===== src/rtl/multi_port_ram_arb.sv =====
`default_nettype none
// +--------------------------------------------------------------------------+
// | Module   : multi_port_ram_arb                                            |
// | Purpose  : N-port synchronous RAM with valid/ready requests, registered  |
// |            read return and rotating-priority same-address arbitration.   |
// | Options  : define MULTI_PORT_RAM_INIT_EN to zero-fill memory after reset |
// | Revision : 1.0 - initial release                                         |
// +--------------------------------------------------------------------------+
module multi_port_ram_arb #(
  parameter int NUM_PORTS  = 2,
  parameter int DATA_WIDTH = 8,
  parameter int ADDR_WIDTH = 6
) (
  input  logic                            clk,
  input  logic                            rst_n,
  input  logic [NUM_PORTS-1:0]            valid,
  input  logic [NUM_PORTS-1:0]            we,
  input  logic [NUM_PORTS*ADDR_WIDTH-1:0] addr,
  input  logic [NUM_PORTS*DATA_WIDTH-1:0] data,
  output logic [NUM_PORTS-1:0]            ready,
  output logic [NUM_PORTS*DATA_WIDTH-1:0] q,
  output logic [NUM_PORTS-1:0]            q_valid
);

  localparam int DEPTH = 2**ADDR_WIDTH;
  localparam int PTR_W = (NUM_PORTS > 1) ? $clog2(NUM_PORTS) : 1;
  localparam logic [PTR_W-1:0] C_PTR_LAST = PTR_W'(NUM_PORTS - 1);

  logic [DATA_WIDTH-1:0]           mem [DEPTH];
  logic [PTR_W-1:0]                rr_ptr_q, rr_ptr_d;
  logic [NUM_PORTS*DATA_WIDTH-1:0] q_q, q_d;
  logic [NUM_PORTS-1:0]            q_valid_q, q_valid_d;
  logic [NUM_PORTS-1:0]            w_lost;
  logic [NUM_PORTS-1:0]            w_fire;
  logic                            w_run;

  // Rank of port p relative to the rotating pointer; 0 is the highest priority.
  function automatic int prio(input int p, input logic [PTR_W-1:0] ptr);
    return (p - int'(ptr) + NUM_PORTS) % NUM_PORTS;
  endfunction

`ifdef MULTI_PORT_RAM_INIT_EN
  localparam logic [0:0] ST_CLEAR = 1'b0;
  localparam logic [0:0] ST_RUN   = 1'b1;

  logic [0:0]            state_q, state_d;
  logic [ADDR_WIDTH-1:0] clr_addr_q, clr_addr_d;
  logic                  w_clr_we;

  // Sweep one address per cycle, then hand the array over to the ports.
  always_comb begin
    state_d    = state_q;
    clr_addr_d = clr_addr_q;
    if (state_q == ST_CLEAR) begin
      clr_addr_d = clr_addr_q + 1'b1;
      if (&clr_addr_q) state_d = ST_RUN;
    end
  end

  // Clear FSM state; reset restarts the sweep from address 0.
  always_ff @(posedge clk or negedge rst_n) begin
    if (!rst_n) begin
      state_q    <= ST_CLEAR;
      clr_addr_q <= '0;
    end else begin
      state_q    <= state_d;
      clr_addr_q <= clr_addr_d;
    end
  end

  // rst_n keeps the sweep from writing while reset is held.
  assign w_clr_we = (state_q == ST_CLEAR) && rst_n;
  assign w_run    = (state_q == ST_RUN);
`else
  // Ports are serviced whenever reset is released; gating by rst_n keeps
  // requests from landing on an edge that occurs while reset is held.
  assign w_run = rst_n;
`endif

  // A port loses when a valid conflicting port outranks it; idle ports stay ready.
  always_comb begin
    w_lost = '0;
    for (int i = 0; i < NUM_PORTS; i++) begin
      for (int j = 0; j < NUM_PORTS; j++) begin
        if ((i != j) && valid[i] && valid[j] &&
            (addr[i*ADDR_WIDTH +: ADDR_WIDTH] == addr[j*ADDR_WIDTH +: ADDR_WIDTH]) &&
            (we[i] || we[j]) && (prio(j, rr_ptr_q) < prio(i, rr_ptr_q))) begin
          w_lost[i] = 1'b1;
        end
      end
    end
    ready  = w_run ? ~w_lost : '0;
    w_fire = valid & ready;
  end

  // Next read data/strobes and pointer rotation on any conflict stall.
  always_comb begin
    q_d       = q_q;
    q_valid_d = '0;
    for (int i = 0; i < NUM_PORTS; i++) begin
      if (w_fire[i] && !we[i]) begin
        q_d[i*DATA_WIDTH +: DATA_WIDTH] = mem[addr[i*ADDR_WIDTH +: ADDR_WIDTH]];
        q_valid_d[i]                    = 1'b1;
      end
    end
    rr_ptr_d = rr_ptr_q;
    if (w_run && |(valid & w_lost)) begin
      rr_ptr_d = (rr_ptr_q == C_PTR_LAST) ? '0 : rr_ptr_q + 1'b1;
    end
  end

  // Read return, strobes and arbitration pointer.
  always_ff @(posedge clk or negedge rst_n) begin
    if (!rst_n) begin
      q_q       <= '0;
      q_valid_q <= '0;
      rr_ptr_q  <= '0;
    end else begin
      q_q       <= q_d;
      q_valid_q <= q_valid_d;
      rr_ptr_q  <= rr_ptr_d;
    end
  end

  // Storage array; accepted writes never share an address in one cycle.
  always_ff @(posedge clk) begin
`ifdef MULTI_PORT_RAM_INIT_EN
    if (w_clr_we) mem[clr_addr_q] <= '0;
`endif
    for (int i = 0; i < NUM_PORTS; i++) begin
      if (w_fire[i] && we[i]) begin
        mem[addr[i*ADDR_WIDTH +: ADDR_WIDTH]] <= data[i*DATA_WIDTH +: DATA_WIDTH];
      end
    end
  end

  assign q       = q_q;
  assign q_valid = q_valid_q;

endmodule
`default_nettype wire


===== config.mk =====
export PLATFORM = sky130hd
export DESIGN_NAME = multi_port_ram_arb
export DESIGN_NICKNAME = d
export VERILOG_FILES = /design/src/rtl/multi_port_ram_arb.sv
export SDC_FILE = /design/constraint.sdc
export NUM_CORES = 1
export LEC_CHECK = 0
export BUFFER_PORTS_ARGS = -buffer_cell sky130_fd_sc_hd__buf_2
export CAP_MARGIN = 20
export CORE_MARGIN = 2
export CORE_UTILIZATION = 55
export CTS_CLUSTER_DIAMETER = 50
export DETAILED_ROUTE_END_ITERATION = 7
export MAX_ROUTING_LAYER = met4
export PLACE_DENSITY = 0.74
export SETUP_SLACK_MARGIN = 0.05
export SYNTH_ARGS = -nofsm -noshare
export SYNTH_HDL_FRONTEND = slang
export SYNTH_SLANG_ARGS = --single-unit
export TNS_END_PERCENT = 50

===== constraint.sdc =====
create_clock -name clk -period 3.38 [get_ports clk]
set_input_delay 0.338 -clock clk [delete_from_list [all_inputs] [get_ports clk]]
set_output_delay 0.338 -clock clk [all_outputs]
set_load 0.01 [all_outputs]

==> flow_summary.json <==
{
  "status": "complete, no violations",
  "yosysMostFrequentCell": "mux2_2",
  "netlist_area_mm2": 0.03266,
  "grt_pass1_wl_um": 201600,
  "crit_fanout": 2,
  "fin_crit_sh": 0.9366,
  "final_layout_size_suffix_gt1_frac": 0.4698,
  "synth_common_cells": "mux2_2 (608), edfxtp_1 (512), clkbuf_1 (146)",
  "ys_async_sr_fraction": 0.03578,
  "core_mm2": 0.05891,
  "clockBufferDepth": 3,
  "syn_area_per_cell_um2": 13.06,
  "critPathRequiredTime_ns": 3.81,
  "antenna_found_initial": 11,
  "ys_types": 68,
  "port_buffers": 53,
  "slew_viol_final": 0,
  "cts_buffers": 74,
  "drcViolationCount": 0,
  "worst-path-buf-inv": 0,
  "crit_chain": "mux2_2 > a221oi_1 > a21oi_1 > a221oi_1 > nor2_1 > a2111oi_0 > a41oi_1",
  "insertion_delay_ns": 0.63,
  "yosys-top-cells-area": "edfxtp_1 (47%), mux2_2 (21%), mux4_2 (4.2%), mux2i_1 (3.3%), a221oi_1 (3.0%)",
  "cts_sinks": 531,
  "ios": 54,
  "cp.arrival_ns": 3.59,
  "hold_viol": 0,
  "slew_headroom": 0.1137,
  "synth_area_leader_cell": "edfxtp_1",
  "rsz0062_at_grt": "false",
  "syn_inst": 2502,
  "worst_pin_slew_ns": 1.329,
  "setup_viol": 0,
  "pwr_density_cell_mw_per_mm2": 462.8,
  "clockRootBuffer": "clkbuf_16",
  "die_w_um": 247.7,
  "vias_per_cell": 7.666,
  "synth.top_cell.area_share": 0.4707,
  "cts.repair.resized": 0,
  "synth_nets": 2536,
  "global_route.overflow_total": 0,
  "ir_drop_mv": 0.5605,
  "nets": 2708,
  "fillCellCount": 4447,
  "grt_max_degree": 65,
  "critPathLaunchType": "register",
  "cp_slowest_stage_delay_ns": 1.07,
  "end_kind": "register",
  "r2r_start": "mem[43][4]",
  "clk_pin_slew_ns": 0.06,
  "drtIter0Drc": 4976,
  "dpl.hpwl_um": 100500,
  "htree_levels": 3,
  "dr.pass1.iters": 6,
  "crit_start": "mem[43][4]",
  "cpMostUsedCell": "a221oi_1",
  "power.leakage_nw": 13.21,
  "timing.hold.ws_ns": 0.1684,
  "fin_worst_skew_ns": 0.01804,
  "grt.total_usage": 0.4917,
  "yosysSeqAreaShare": 0.4853,
  "synth_seq_cells": 531,
  "start_util": 0.5545,
  "criticalPathCategory": "register to register",
  "synth_ff_type": "edfxtp_1",
  "wire_per_inst_um": 41.57,
  "drv_cap": 0,
  "post-route-min-period_ns": 3.166,
  "worstHoldPathType": "input pin to async pin",
  "finalWirelength_um": 146200,
  "fin_setup_tns_ns": 0,
  "vias": 26952,
  "die_h_um": 247.7,
  "dieArea_mm2": 0.06136,
  "final_antenna_net_count": 0,
  "syn_to_final_growth_pct": 15.97,
  "cts_tree": "yes",
  "synth-edff-count": 512,
  "grt_pass1_vias": 25469,
  "max_freq_mhz": 315.9,
  "crit_slowest_cell": "a2111oi_0",
  "cp_top_family": "compound AO/OA/AOI/OAI gates",
  "gp_congestion": 1.108,
  "placementRows": 89,
  "yosysWarnings": 0
}
[metal layers]
layer  track usage  vias to the layer above  part of all wire
met5             -                        -                 0
met4        0.2605                        0             0.067
met3        0.1866                      569              0.16
met2        0.6700                     2654              0.41
met1        0.6325                    13360              0.36
li1              -                    10369                 -
[where the power goes]
group / total, mW / internal [mW] / switching (mW)
combinational: 2.43 / 0.886 / 1.55
clock: 7.74 / 4.52 / 3.22
sequential: 7.36 / 7.29 / 0.0760
[worst paths after layout]
kind | endpoint | depth (start not counted) | slack, ns
max | q[4] | 7 | 0.21
min | q[13] | 2 | 0.17
max in group asynchronous | q[6] | 3 | 2.65
min in group clk | q_valid[0] | 2 | 0.32
min reg2reg | rr_ptr_q | 1 | 0.52
max reg2reg | q[4] | 7 | 0.21
[timing repair]
item                      in CTS  in global routing
hold endpoints to repair      19                  0
hold buffers                   1                  0
setup buffers                  0                  0
[logic make-up (layout without fill, tap and decap cells)]
family                 Yosys count  count (layout)  synth area share
buffers and inverters          285             514           0.03980
XOR/XNOR                         7               7          0.001877
multiplexers                   801             801            0.2958
flip-flops                     531             531            0.4853
AO/OA/AOI/OAI                  547             547            0.1174
AND/OR/NAND/NOR                331             331           0.05979
other                            0              12                 0
[flip-flops by register name, summed over array words and instances (netlist names)]
register / count
mem: 512
rr_ptr_q: 1
q: 16
q_valid: 2
[through the flow]
step | util | std cells | setup WS, ns | instance area, µm² | power (mW)
final | 0.6431 | 3516 | 0.2144 | 37880 | 17.53
after global routing | 0.6429 | 3513 | 0.2328 | 37870 | 17.78
after CTS | 0.6424 | 3503 | 0.3252 | 37840 | 17.39
after detailed placement | 0.6014 | 3369 | -0.2125 | 35430 | 9.777
after global placement | 0.6014 | 3369 | -0.1954 | 35430 | 9.753
after floorplan | - | 2502 | 0.8190 | 32660 | 8.721
[cell usage in the layout, fill, tap and decap left out, types with 8 or more instances in the layout]
| cell type | count |
|---|---|
| a21oi_1 | 81 |
| a221o_1 | 17 |
| a221oi_1 | 113 |
| a22o_1 | 25 |
| a22oi_1 | 73 |
| a31oi_1 | 11 |
| and2_1 | 13 |
| and3_1 | 8 |
| buf_12 | 28 |
| buf_2 | 46 |
| buf_4 | 294 |
| clkbuf_16 | 75 |
| clkinv_1 | 11 |
| clkinv_2 | 10 |
| dfrtp_1 | 19 |
| diode_2 | 12 |
| edfxtp_1 | 512 |
| inv_6 | 10 |
| mux2_2 | 608 |
| mux2_4 | 24 |
| mux2i_1 | 107 |
| mux4_2 | 61 |
| nand2_1 | 91 |
| nand3_1 | 8 |
| nand3_2 | 22 |
| nor2_1 | 78 |
| nor2_2 | 28 |
| nor2_4 | 8 |
| nor3_1 | 9 |
| o211ai_1 | 8 |
| o21ai_0 | 89 |
| o22a_1 | 9 |
| o22ai_1 | 86 |
[final cells by class]
class / instances / area [µm²] / area share
sequential: 531 / 15850 / 0.4184
multi-input combinational: 1686 / 15550 / 0.4104
timing repair buffer: 373 / 3053 / 0.08059
clock buffer: 81 / 1899 / 0.05014
tap: 773 / 967.2 / 0.02553
clock inverter: 52 / 505.5 / 0.01334
inverter: 8 / 30.03 / 0.0007927
antenna: 12 / 30.03 / 0.0007927
Power figures use the tool's default switching activity.
